**src/rtl/fetch_sequencer.sv**
```systemverilog
`default_nettype none
// ============================================================================
//  Module      : fetch_sequencer
//  Description : Instruction-cycle controller for the ternary core. Owns the
//                balanced-ternary program counter and sequences
//                FETCH -> DECODE -> EXECUTE with branch redirect, halt and
//                fault detection (illegal trits, fetch timeout).
//  Revision    : 1.0 - initial release
// ============================================================================
module fetch_sequencer #(
    parameter int                        WORD_SIZE     = 9,
    parameter int                        ADDR_TRITS    = 9,
    parameter logic [2*ADDR_TRITS-1:0]   RESET_PC      = '0,
    parameter int                        FETCH_TIMEOUT = 15
) (
    input  logic                         clock,
    input  logic                         reset,
    input  logic                         start,
    input  logic                         mem_ready,
    input  logic [2*WORD_SIZE-1:0]       instruction_memory,
    input  logic                         exec_done,
    input  logic                         halt_instr,
    input  logic                         branch_taken,
    input  logic [2*ADDR_TRITS-1:0]      branch_target,
    output logic [2*ADDR_TRITS-1:0]      pc,
    output logic                         fetch_enable,
    output logic [2*WORD_SIZE-1:0]       instruction,
    output logic                         decode_enable,
    output logic                         execute_enable,
    output logic                         halted,
    output logic [1:0]                   fault_code
);

    localparam int c_iw    = 2 * WORD_SIZE;
    localparam int c_aw    = 2 * ADDR_TRITS;
    localparam int c_cnt_w = (FETCH_TIMEOUT > 1) ? $clog2(FETCH_TIMEOUT + 1) : 1;

    // Last counter value before a missing mem_ready turns into a timeout.
    localparam logic [c_cnt_w-1:0] c_cnt_last = c_cnt_w'(FETCH_TIMEOUT - 1);

    // Low bit of every trit; ANDing a word with itself shifted right by one
    // and masking with this leaves a 1 exactly where a trit is 2'b11.
    localparam logic [c_iw-1:0] c_instr_lo = {WORD_SIZE{2'b01}};
    localparam logic [c_aw-1:0] c_addr_lo  = {ADDR_TRITS{2'b01}};

    localparam logic [1:0] c_fault_none   = 2'b00;
    localparam logic [1:0] c_fault_instr  = 2'b01;
    localparam logic [1:0] c_fault_tmo    = 2'b10;
    localparam logic [1:0] c_fault_target = 2'b11;

    localparam logic [2:0] c_st_idle    = 3'd0;
    localparam logic [2:0] c_st_fetch   = 3'd1;
    localparam logic [2:0] c_st_decode  = 3'd2;
    localparam logic [2:0] c_st_execute = 3'd3;
    localparam logic [2:0] c_st_halt    = 3'd4;
    localparam logic [2:0] c_st_fault   = 3'd5;

    logic [2:0]          r_state;
    logic [c_aw-1:0]     r_pc;
    logic [c_iw-1:0]     r_instr;
    logic [1:0]          r_fault;
    logic [c_cnt_w-1:0]  r_wait_cnt;

    logic                w_instr_bad;
    logic                w_target_bad;
    logic [c_aw-1:0]     w_pc_next;

    // Balanced-ternary +1: walk up from the LS trit, +1 rolls to -1 with carry.
    // The all-(+1) word therefore wraps to all-(-1) with no flag.
    function automatic logic [c_aw-1:0] bt_inc(input logic [c_aw-1:0] v);
        logic [c_aw-1:0] res;
        logic            carry;
        res   = v;
        carry = 1'b1;
        for (int i = 0; i < ADDR_TRITS; i++) begin
            if (carry) begin
                case (v[2*i +: 2])
                    2'b00: begin res[2*i +: 2] = 2'b01; carry = 1'b0; end
                    2'b10: begin res[2*i +: 2] = 2'b00; carry = 1'b0; end
                    2'b01: begin res[2*i +: 2] = 2'b10; carry = 1'b1; end
                    default: carry = 1'b0;  // unreachable: pc never holds 11
                endcase
            end
        end
        return res;
    endfunction

    // Illegal-trit detection and next sequential address.
    assign w_instr_bad  = |(instruction_memory & (instruction_memory >> 1) & c_instr_lo);
    assign w_target_bad = |(branch_target & (branch_target >> 1) & c_addr_lo);
    assign w_pc_next    = bt_inc(r_pc);

    // Instruction-cycle state machine with pc, instruction and fault registers.
    always_ff @(posedge clock) begin
        if (reset) begin
            r_state    <= c_st_idle;
            r_pc       <= RESET_PC;
            r_instr    <= '0;
            r_fault    <= c_fault_none;
            r_wait_cnt <= '0;
        end else begin
            case (r_state)
                c_st_idle: begin
                    if (start) r_state <= c_st_fetch;
                end
                c_st_fetch: begin
                    if (mem_ready) begin
                        // A ready on the timeout cycle still counts as a fetch.
                        r_instr    <= instruction_memory;
                        r_wait_cnt <= '0;
                        if (w_instr_bad) begin
                            r_fault <= c_fault_instr;
                            r_state <= c_st_fault;
                        end else begin
                            r_state <= c_st_decode;
                        end
                    end else if (r_wait_cnt == c_cnt_last) begin
                        r_wait_cnt <= '0;
                        r_fault    <= c_fault_tmo;
                        r_state    <= c_st_fault;
                    end else begin
                        r_wait_cnt <= r_wait_cnt + c_cnt_w'(1);
                    end
                end
                c_st_decode: begin
                    r_state <= c_st_execute;
                end
                c_st_execute: begin
                    if (exec_done) begin
                        if (halt_instr) begin
                            r_state <= c_st_halt;
                        end else if (branch_taken) begin
                            if (w_target_bad) begin
                                r_fault <= c_fault_target;
                                r_state <= c_st_fault;
                            end else begin
                                r_pc    <= branch_target;
                                r_state <= c_st_fetch;
                            end
                        end else begin
                            r_pc    <= w_pc_next;
                            r_state <= c_st_fetch;
                        end
                    end
                end
                c_st_halt: begin
                    // Resume re-fetches the HALT address itself.
                    if (start) r_state <= c_st_fetch;
                end
                c_st_fault: begin
                    r_state <= c_st_fault;
                end
                default: begin
                    r_state <= c_st_idle;
                end
            endcase
        end
    end

    // Moore outputs decoded straight from the state register.
    assign fetch_enable   = (r_state == c_st_fetch);
    assign decode_enable  = (r_state == c_st_decode);
    assign execute_enable = (r_state == c_st_execute);
    assign halted         = (r_state == c_st_halt);
    assign pc             = r_pc;
    assign instruction    = r_instr;
    assign fault_code     = r_fault;

endmodule
`default_nettype wire
```
**config.mk**
```make
export PLATFORM = sky130hd
export DESIGN_NAME = fetch_sequencer
export DESIGN_NICKNAME = d
export VERILOG_FILES = /design/src/rtl/fetch_sequencer.sv
export SDC_FILE = /design/constraint.sdc
export NUM_CORES = 1
export LEC_CHECK = 0
export ABC_CLOCK_PERIOD_IN_PS = 2500
export CAP_MARGIN = 15
export CELL_PAD_IN_SITES_DETAIL_PLACEMENT = 1
export CELL_PAD_IN_SITES_GLOBAL_PLACEMENT = 2
export CORE_AREA = 10 10 112 114
export CTS_CLUSTER_DIAMETER = 150
export DETAILED_ROUTE_END_ITERATION = 10
export DIE_AREA = 0 0 122 124
export GPL_ROUTABILITY_DRIVEN = 0
export PLACE_DENSITY = 0.81
export SYNTH_ARGS = -nofsm -noshare
export SYNTH_HDL_FRONTEND = slang
export SYNTH_SLANG_ARGS = --single-unit
```
**constraint.sdc**
```tcl
create_clock -name clock -period 2.5 [get_ports clock]
set_clock_uncertainty 0.15 [all_clocks]
set_input_delay 0.25 -clock clock [delete_from_list [all_inputs] [get_ports clock]]
set_output_delay 0.25 -clock clock [all_outputs]
set_load 0.1 [all_outputs]
```
Word-level counts from Yosys, hierarchy flattened --
Index checks and enable logic that the tools add are counted.
Storage, ports and cells: flip-flop bits (word level) 45, output and inout port bits 42
Cells by class: multiplexer cells 53, bitwise gates (word level) 3, eq/ne operators 32, add/subtract/negate cells 1, reduce and logical (&&, ||, !) cells 43
Operator list (number):
- 2-bit one-hot mux with 3 select lines | 9
- 6-bit AND reduction | 8
- 18-bit 2-to-1 mux | 2
- 4-bit nonzero test | 9
- 17-bit AND | 2
- 2-bit 2-to-1 mux | 15
- 3-bit 2-to-1 mux | 8
- 2-bit by 1-bit == test with 1-bit output, second input constant | 9
- 2-bit == test, second input constant | 9
- 2-bit zero test | 9
- 2-bit nonzero test | 9
- 9-bit OR reduction | 2
- 1-bit 2-to-1 mux | 15
- 3-bit one-hot mux with 5 select lines | 1
- 4-bit 2-to-1 mux | 2
- 2-bit inequality test, second input constant | 4
- 7-bit AND reduction | 1
- 3-bit by 2-bit == test with 1-bit output, second input constant | 2
- 3-bit == test, second input constant | 2
- 3-bit by 2-bit inequality test with 1-bit output, second input constant | 2
- 5-bit AND reduction | 1
- 4-bit by 1-bit adder with 4-bit output, second input constant | 1
- 4-bit == test, second input constant | 1
- 2-bit by 1-bit inequality test with 1-bit output, second input constant | 2
- other kinds (7) | 7

Logic depth before layout (Yosys ltp) --
Gate-level depths: netlist (run 1).
depth after elaboration 11, gate-level depth with buffers 8, gate-level depth less buffers 7

Least setup slack after synthesis (run 1) --
OpenSTA, ideal clock, no wires.
path type flip-flop to flip-flop, start register r_pc[0] (netlist: pc[0]), end register r_pc[15] (netlist: pc[15]), arrival 2.407 ns, library setup time 0.135 ns, setup slack -0.192 ns, clock period less this slack 2.692 ns, data required time 2.215 ns, cell stages (with the launch flop) 7, path through dfxtp_1 ha_1 nand4_2 or2_2 or4_1 o21ai_0 a211oi_1
Between the ends: cells in the longest elaborated chain, start to end 10
RTL lines:
- start, declared | line 59 | logic [c_aw-1:0] r_pc;
- start signal, assigned | line 137 | r_pc <= branch_target;
- start signal, assigned | line 141 | r_pc <= w_pc_next;
- 2-bit by 1-bit == test with 1-bit output | line 77 | case (v[2*i +: 2])
- 1-bit 2-to-1 mux | line 77
- 1-bit 2-to-1 mux (6 in a row) | line 76 | if (carry) begin
- 2-bit nonzero test (no source line)
- 6-bit AND reduction (no source line)
Every way passes these cells. A chain may end at the register's enable or synchronous reset.

Worst setup path in the final report (run 1) --
start input port branch_target[1], end register r_pc[4] (netlist: pc[4])
Between the ends: cells in the longest elaborated chain, start to end 4
RTL lines:
- start, declared | line 24 | input logic [2*ADDR_TRITS-1:0] branch_target,
- 17-bit AND | line 90 | assign w_target_bad = |(branch_target & (branch_target >> 1) & c_addr_lo);
- 9-bit OR reduction | line 90
- 2-bit inequality test (no source line)
- 6-bit AND reduction (no source line)
Every way passes these cells.

==> out/results.ini, run 1 <==
[detailed_routing]
route.antenna.remaining_nets=0
via_per_inst=4.82
wire_length_reported_by_the_detailed_router_mm=8.80
detail_route.first_pass.iterations=4
vias=2639
routed_wire_length_per_instance_um=16.1
drc_errors=0
detail_route.iter0.violations=119

[floorplanning]
die_area_mm2=0.0151
die-width_um=122
floorplan.die.height_um=124
coreArea_mm2=0.0102
io_pins=85
num_rows=37
start_util_pct=25.7

[worst_setup_path]
classification_of_the_worst_setup_path=primary input to register
crit_path_max_fanout=9
critical_path.max_stage_delay_ps=600
cp.arrival_ps=2270
critical_path.slowest_cell=a222oi_1
worst_setup_path_end_kind=register
worst_path_required_time_ps=2540
r2r.worst_path.cells=7
critical_path.startpoint_type=primary input
cp.buffers_inverters=2
cpLargestDelayFamily=compound AO/OA/AOI/OAI gates
rr_endpoint=pc[15]$_SDFFE_PP0P_
critical_path.cell_chain=clkdlybuf4s50_1 > a222oi_1 > nand3_1 > o22ai_2 > buf_4 > o21ai_0 > mux2_2
ff2ff_setup_slack_ps=330
worstReg2RegStart=pc[1]$_SDFFE_PP0P_

[global_route]
grt_overflow=0
grt_first_pass_wirelength_mm=14.2
antenna_violations_before_repair=0
grt_start_max_net_pins=24
number_of_global_route_vias_before_repair=2757
gr-usage-all-layers_pct=11.5

[clocking]
ctsRootBufferMaster=clkbuf_8
postCtsSetupRepairBufs=0
hold_buf_cts=0
cts_tree=built
clk_latency_ps=300
postCtsResizedCells=0
clk_transition_reported_paths_ps=100
cts_buffers=5
maximum_root_to_sink_buffer_count=2
cts_htree_levels=2
clock-sinks=45

[synth]
synth.top_cells.by_area=dfxtp_1 34%, ha_1 13%, a21oi_1 6.7%, nand2_1 6.4%, nor2_1 4.7%
syn_inst=322
synth_area_leader_cell=dfxtp_1
syn_avg_cell_area_um2=8.17
yosysWarningCount=0
post_synth_num_cell_types=52
synth_flop_cell=dfxtp_1
synth_area_mm2=0.00263
postSynthNetCount=393
async_reset_ff_share_pct=0
synth_top_cells_by_count=45 x dfxtp_1, 45 x nand2_1, 35 x a21oi_1
synth_edf_count=0
yosys_register_bits=45
sequential_fraction_of_the_synthesis_area_pct=34.2
yosysTopAreaCellShare_pct=34.2

[power_and_ir_drop]
power_density_mw_per_mm2=492
vdd_drop_max_mv=0.331
power.leakage_nw=1.43
total_power_mw=1.82

[timing]
drv_slew=0
slew_of_the_pin_with_the_lowest_slew_margin_ps=593
period_needed_ps=2230
setup_violations=0
normalized_max_slew_margin_pct=60.4
timing.fmax_mhz=449
fin_setup_tns_ps=0
finalCritPeriodShare_pct=89.0
finalHoldViolations=0
unrepaired_setup_endpoints_after_global_routing=no

[min_path]
worstHoldEndpoint=r_wait_cnt[0]$_SDFFE_PP0P_
worst_hold_path_type=primary input to register
holdPathStages=2
min_from=reset

[layout]
total_inserted_antenna_cells=0
syn_to_final_growth_pct=40.6
nNetsFinal=482
post_route_cells_drive_above_1_share_pct=22.6

[placed_design]
place_hpwl_mm=7.09
numPortBuffers=84

[run_status]
result_of_the_run=complete, no violations

[flow_run]
cap_violations=0

-- metrics by stage --
step	worst slack [ps]	std cells	hold slack (ps)	cell area, um2	utilization (%)
detailed placement	-75.2	540	301	3560	34.8
finish	274	548	107	3700	36.2
CTS	239	548	105	3700	36.2
floorplan	-25.7	322	236	2640	-
global placement	40.3	540	294	3560	34.8
global route	83.0	548	114	3700	36.2
-- logic make-up (layout without fill, tap and decap cells) --
group,count (synthesis),after routing,share of synthesized area [%]
mux,5,5,2.09
flops,45,45,34.2
simple gates,104,104,17.5
fa+ha+maj,28,28,13.3
buf+inv,37,127,5.94
compound gates,103,103,26.9
-- per-layer routing --
metal	routed length, um	track usage, %	share of wire [%]	vias up
met4	51	2.38	0.58	0
met1	3960	13.5	45	1254
met3	670	4.71	7.6	5
met5	0	0	0	-
li1	-	-	-	1321
met2	4110	19.4	47	59
-- flip-flops by register name, summed over array words and instances, names as in the netlist --
| register | cells |
|---|---|
| fault_code | 2 |
| instruction | 18 |
| pc | 18 |
| r_state | 3 |
| r_wait_cnt | 4 |
-- layout by cell type (no fill, tap or decap), drive strengths merged, types with 2 or more instances in the layout --
cell type,synthesis,routed
nand2b,3,3
o221a,2,2
o22ai,4,4
nor2,33,33
nand2,47,47
or4,3,3
nand4,3,3
o21ai,23,23
dfxtp,45,45
ha,28,28
nor2b,2,2
clkdlybuf4s50,0,41
bufinv,0,2
nand3,7,7
a211oi,2,2
mux2,4,4
a31oi,2,2
inv,23,24
buf,7,55
nor3,2,2
a221oi,10,10
and2,2,2
o21a,2,2
a311oi,2,2
a21oi,35,35
a22oi,6,6
clkbuf,7,5
o211ai,2,2
o31ai,3,3
-- area by class of cell --
class / count / area (um2)
clock buffers: 5 / 68.8
clock inverters: 3 / 68.8
fillers: 1234 / 6530
inverters: 23 / 86.3
multi-input cells: 240 / 1570
flip-flops and latches: 45 / 911
well taps: 136 / 170
repair buffers: 96 / 821
-- worst max path at each step --
stage | startpoint | to | depth (start not counted)
2_1_floorplan | pc[10]$_SDFFE_PP0P_ | pc[15]$_SDFFE_PP0P_ | 6
3_3_place_gp | branch_target[1] | pc[8]$_SDFFE_PP0P_ | 7
3_5_place_dp | branch_target[1] | pc[8]$_SDFFE_PP0P_ | 7
4_1_cts | branch_target[1] | pc[5]$_SDFFE_PP0P_ | 7
5_1_grt | branch_target[1] | pc[5]$_SDFFE_PP0P_ | 7
6_report | branch_target[1] | pc[4]$_SDFFE_PP0P_ | 7
-- power breakdown --
group | internal, mW | total [mW] | switching [mW]
Combinational | 0.129 | 0.387 | 0.258
Sequential | 0.736 | 0.752 | 0.0155
Clock | 0.403 | 0.683 | 0.280
Total | 1.27 | 1.82 | 0.553
(Power assumes the default switching activity.)
==> run 2, diff against run 1 <==
--- a/config.mk
+++ b/config.mk
@@ -15,6 +15,7 @@
 export DIE_AREA = 0 0 122 124
 export GPL_ROUTABILITY_DRIVEN = 0
 export PLACE_DENSITY = 0.81
+export SLEW_MARGIN = 10
 export SYNTH_ARGS = -nofsm -noshare
 export SYNTH_HDL_FRONTEND = slang
 export SYNTH_SLANG_ARGS = --single-unit
==> results of run 2 <==
The final DEF is identical to that of run 1; final timing and power are the same.
==> edit 1: new RTL, settings of run 2 <==
`WORD_SIZE`: 9 -> 10.
--- a/src/rtl/fetch_sequencer.sv
+++ b/src/rtl/fetch_sequencer.sv
@@ -8,7 +8,7 @@
 //  Revision    : 1.0 - initial release
 // ============================================================================
 module fetch_sequencer #(
-    parameter int                        WORD_SIZE     = 9,
+    parameter int                        WORD_SIZE     = 10,
     parameter int                        ADDR_TRITS    = 9,
     parameter logic [2*ADDR_TRITS-1:0]   RESET_PC      = '0,
     parameter int                        FETCH_TIMEOUT = 15
Ports: changed (resized instruction and instruction_memory); port bits go from 85 to 89. The function was not compared with the original's and may differ.
==> edit 1 against run 2 <==
  * Clock power is 32% lower
  * Utilization is 0.64 points higher
  * Worst hold slack better by 0.16 ns
  * Design area is 1.8% higher
  * Setup slack worse by 0.024 ns
  * Synthesized area is 2.0% higher
  * Fmax is 1.1% lower
  * Wire length is 9.6% higher
  * Power is 2.0% lower
  * Sequential cell count is 2 higher
  * Critical path type is now reg2out
  * Critical endpoint is now fetch_enable
  * Largest cell class unchanged
  * Largest power group unchanged
==> edit 1: results (changes against run 2) <==
| Metric | Value |
|---|---|
| Via count | `2,695 (+2.1%)` |
| Htree depth | `2 (unchanged)` |
| WS Path Type | `reg2out` |
| Share of cells above drive strength 1 | `20.7% (-1.9 points)` |
| Clock Latency Late Sink | `0.30 ns (about the same)` |
| Fin nets | `499 (+3.5%)` |
| Internal | `0.00113 W (-11%)` |
| Max reg flops | `20` |
| Clock slew at reported path FFs | `approximately 0.090 ns` |
| Total CTS buffers | `5 (unchanged)` |
| Register-to-register setup slack | `0.32 ns` |
| Fillers | `1,224 (-0.81%)` |
| Synth Area per Inst | `8.04 um^2 (-1.6%)` |
| Post CTS Setup Buffer Count | `0 (unchanged)` |
| Launch point of the worst reg-to-reg path | `r_state[0]` |
| GRT Total Usage | `12.4% (+0.83 points)` |
| Synth area leaders | `dfxtp_1, ha_1, nand2_1` |
| Yosys Warn Count | `0 (unchanged)` |
| Vias per cell | `4.80 (-0.42%)` |
| Hold WC Path Type | `in2reg` |
| Fin Hold WS | `0.270 ns (+0.163 ns)` |
| Top layer in use | `met4` |
| Met3 Wirelength | `351 um (-48%)` |
| Max VDD drop | `247 uV (-25%)` |
| Met1 wire length | `4360 um (+10%)` |
| Antenna diode count | `0 (unchanged)` |
| Total grt overflow | `0 (unchanged)` |
| WP data arrival | `1.85 ns (-0.42 ns)` |
| EDFF count, synth | `0 (unchanged)` |
| Post-synth top cells | `nand2_1, dfxtp_1, a21oi_1, nor2_1, ha_1` |
| Syn Nets | `407 (+3.6%)` |
| Rel. slew slack | `61.7% (+1.3 points)` |
| Vias in the first global route | `2,851 (+3.4%)` |
| Largest net degree at the start of global routing | `29 (+21%)` |
| Top FF cell, synth | `dfxtp_1` |
| Leak | `1.44 nW (+0.33%)` |
| Critical path peak fanout | `10 (+1)` |
| First-pass GRT wire length | `15,200 um (+7.0%)` |
| Worst Min Path Start | `reset` |
| Crit-path max cell delay | `0.56 ns (-0.04 ns)` |
| CP top delay family | `simple AND/OR/NAND/NOR gates` |
| Dpl cells | `555 (+2.8%)` |
| Initial DRC Count | `76 (-36%)` |
| Status | `complete, no violations` |
| WL met2 | `4810 um (+17%)` |
| Post-synth ARST share | `0% (unchanged)` |
| Antenna violations before repair | `0 (unchanged)` |
| CTS Root Buffer Type | `clkbuf_8` |
| First-pass detailed-route iteration total | `4 (unchanged)` |
| Register area share after synthesis | `35.0% (+0.81 points)` |
| PortBufs | `88 (+4.8%)` |
| Synth unique cells | `50 (-3.8%)` |
| Die ar. | `0.0151 mm^2 (unchanged)` |
| Final WL | `9640 um (+9.6%)` |
| Slowest cell on crit path | `or3b_2` |
| Detail Placement HPWL | `7670 um (+8.2%)` |
| Clk buf depth | `2 (unchanged)` |
[edit 1: cells by family (layout without fill, tap and decap cells)]
group                    count (synthesis)  count (layout)  share of synthesized area, %
AND/OR/NAND/NOR                        113             113                          19.0
AO/OA/AOI/OAI                           99              99                          24.3
flip-flops                              47              47                          35.0
buffers and inverters                   41             133                          6.24
adder cells (fa/ha/maj)                 28              28                          13.0
multiplexers                             6               6                          2.33
[edit 1: metrics by stage]
step	setup WS (ns)	utilization (%)	cell area (um^2)
after floorplan	0.0332	-	2700
after global placement	0.0272	35.9	3680
after detailed placement	-0.0469	35.9	3680
after CTS	0.216	36.7	3760
after global routing	0.0345	36.8	3760
final	0.250	36.8	3760
[edit 1: final timing paths]
path,cells after the start,end
min,2,r_wait_cnt[1]
max,3,fetch_enable
min reg2reg,2,instruction[12]
max reg2reg,6,instruction[14]
[edit 1: final cells by class]
| type | instances | area [um^2] | area share (%) |
|---|---|---|---|
| multi-input combinational | 246 | 1590 | 42.2 |
| clock buffer | 5 | 68.8 | 1.83 |
| clock inverter | 2 | 13.8 | 0.366 |
| tap | 136 | 170 | 4.52 |
| timing repair buffer | 102 | 883 | 23.5 |
| sequential | 47 | 951 | 25.3 |
| inverter | 24 | 90.1 | 2.39 |
[edit 1: what timing repair did]
action,in CTS,in global routing
hold buffers,0,0
setup endpoints to repair,0,5
gates resized for setup,0,1
[edit 1: power groups by stage]
stage               Combinational [W]  Sequential, W  Clock, W
floorplan                    0.000177       0.000976         0
global placement             0.000520       0.000816         0
detailed placement           0.000524       0.000817         0
CTS                          0.000525       0.000800  0.000484
global route                 0.000554       0.000805  0.000511
finish                       0.000520       0.000800  0.000466
[edit 1: per-layer routing]
layer,up-vias,GRT usage (%)
met3,6,2.17
met5,-,0
met1,1276,15.4
met2,46,21.2
met4,0,3.87
li1,1367,-
==> edit 2: new RTL, settings of run 2 <==
Without the edit above. Make the reset (`reset`) asynchronous in one clocked block.
--- a/src/rtl/fetch_sequencer.sv
+++ b/src/rtl/fetch_sequencer.sv
@@ -91,7 +91,7 @@
     assign w_pc_next    = bt_inc(r_pc);
 
     // Instruction-cycle state machine with pc, instruction and fault registers.
-    always_ff @(posedge clock) begin
+    always_ff @(posedge clock or posedge reset) begin
         if (reset) begin
             r_state    <= c_st_idle;
             r_pc       <= RESET_PC;
Check against the original RTL: differs if reset is asserted again (counterexample within 4 cycles, from zero or initial values and one cycle with reset high); with reset held inactive, the same outputs for 10 cycles.
==> edit 2 against run 2 <==
  * Setup slack improved by 0.039 ns
  * First-iteration DRC count decreased by 30%
  * Design area increased by 2.4%
  * Utilization increased by 0.88 points
  * Sequential cell count unchanged
  * Synthesized area increased by 3.5%
  * Non-clock buffer count decreased by 2
  * Wire length decreased by 5.6%
  * Global-route usage decreased by 0.56 points
  * Fmax increased by 1.8%
  * Critical endpoint is now fault_code[1]
Power is not compared: it rests on default switching activity, and its combinational part moved more than twofold at a synthesized area within 25%.
==> edit 2: results (changes against run 2) <==
| Metric | Value |
|---|---|
| WP data arrival | `2.22 ns (-0.05 ns)` |
| Vias in the first global route | `2,547 (-7.6%)` |
| Synth Area in Adders | `12.9% (-0.45 points)` |
| Met1 wire length | `3540 um (-11%)` |
| Placement Setup Slack | `0.155 ns (+0.230 ns)` |
| Mux share of post-synthesis cell area | `18.0% (+16 points)` |
| Post-synth ARST share | `100% (+100 points)` |
| Met2 GRT Util | `18.4% (-1.1 points)` |
| Hold buffers post-CTS | `0 (unchanged)` |
| Met1 usage | `13.1% (-0.37 points)` |
| Fin nets | `425 (-12%)` |
| Clock group | `approximately 0.00045 W` |
| GRT Total Usage | `11.0% (-0.56 points)` |
| Share of cells above drive strength 1 | `25.1% (+2.5 points)` |
| Fillers | `1,155 (-6.4%)` |
| Post-CTS sizing | `0 (unchanged)` |
| Post-Synth XOR/XNOR Area | `0% (unchanged)` |
| Worst setup path startpoint | `r_state[0]` |
| Final WL | `8300 um (-5.6%)` |
| CP Capture Point | `fault_code[1]` |
| Slowest cell on crit path | `dfrtp_1` |
| Via count | `2,284 (-13%)` |
| Syn Nets | `330 (-16%)` |
| Htree depth | `2 (unchanged)` |
| Synth unique cells | `43 (-17%)` |
| Register-to-register setup slack | `0.31 ns (-0.02 ns)` |
| First-pass GRT wire length | `13,500 um (-4.4%)` |
| Largest net degree at the start of global routing | `46 (+92%)` |
| Detail Placement HPWL | `6700 um (-5.5%)` |
| Initial DRC Count | `83 (-30%)` |
| Crit-path max cell delay | `0.40 ns (-0.20 ns)` |
| CP top delay family | `simple AND/OR/NAND/NOR gates` |
| Hold WC Path Type | `in2async` |
| Synth Area in Compound Gates | `11.4% (-16 points)` |
| Top layer in use | `met4` |
| Register area share after synthesis | `41.4% (+7.1 points)` |
| Placement Cell Area | `0.00371 mm^2 (+4.1%)` |
| Met3 Resource Use GR | `4.30% (-0.41 points)` |
| Post-synth top cells | `dfrtp_1, ha_1, mux2i_1, inv_1` |
| Status | `complete, no violations` |
| Critical path peak fanout | `7 (-2)` |
| Final period utilization | `87.5% (-1.6 points)` |
| Fin Hold WS | `0.280 ns (+0.173 ns)` |
| WL met2 | `4080 um (-0.90%)` |
| Rel. slew slack | `59.4% (-1.0 points)` |
| Met3 Wirelength | `643 um (-4.0%)` |
| Synth area leaders | `dfrtp_1, ha_1, mux2i_1` |
## edit 2: cell types whose count changed after synthesis, sizes merged, moves of 16 or more
cell | run 2 | this run
a21oi | 35 | 14
mux2 | 4 | 20
dfrtp | 0 | 45
mux2i | 1 | 26
nand2 | 47 | 11
dfxtp | 45 | 0
## edit 2: per-stage QoR
step	std cells	total power [W]
floorplan	259	0.00240
global placement	483	0.00283
detailed placement	483	0.00285
CTS	491	0.00332
global route	491	0.00342
finish	491	0.00326
## edit 2: area by class of cell
class	count	area, um^2	area share [%]
Clock inverter	2	10.0	0.264
Clock buffer	6	72.6	1.91
Multi-Input combinational cell	181	1460	38.4
Inverter	27	106	2.81
Timing Repair Buffer	94	848	22.4
Sequential cell	45	1130	29.7
Tap cell	136	170	4.49
## edit 2: worst min-delay path: stages
cell,delay [ns]
clkdlybuf4s50_1,0.41
inv_2,0.05
buf_4,0.49
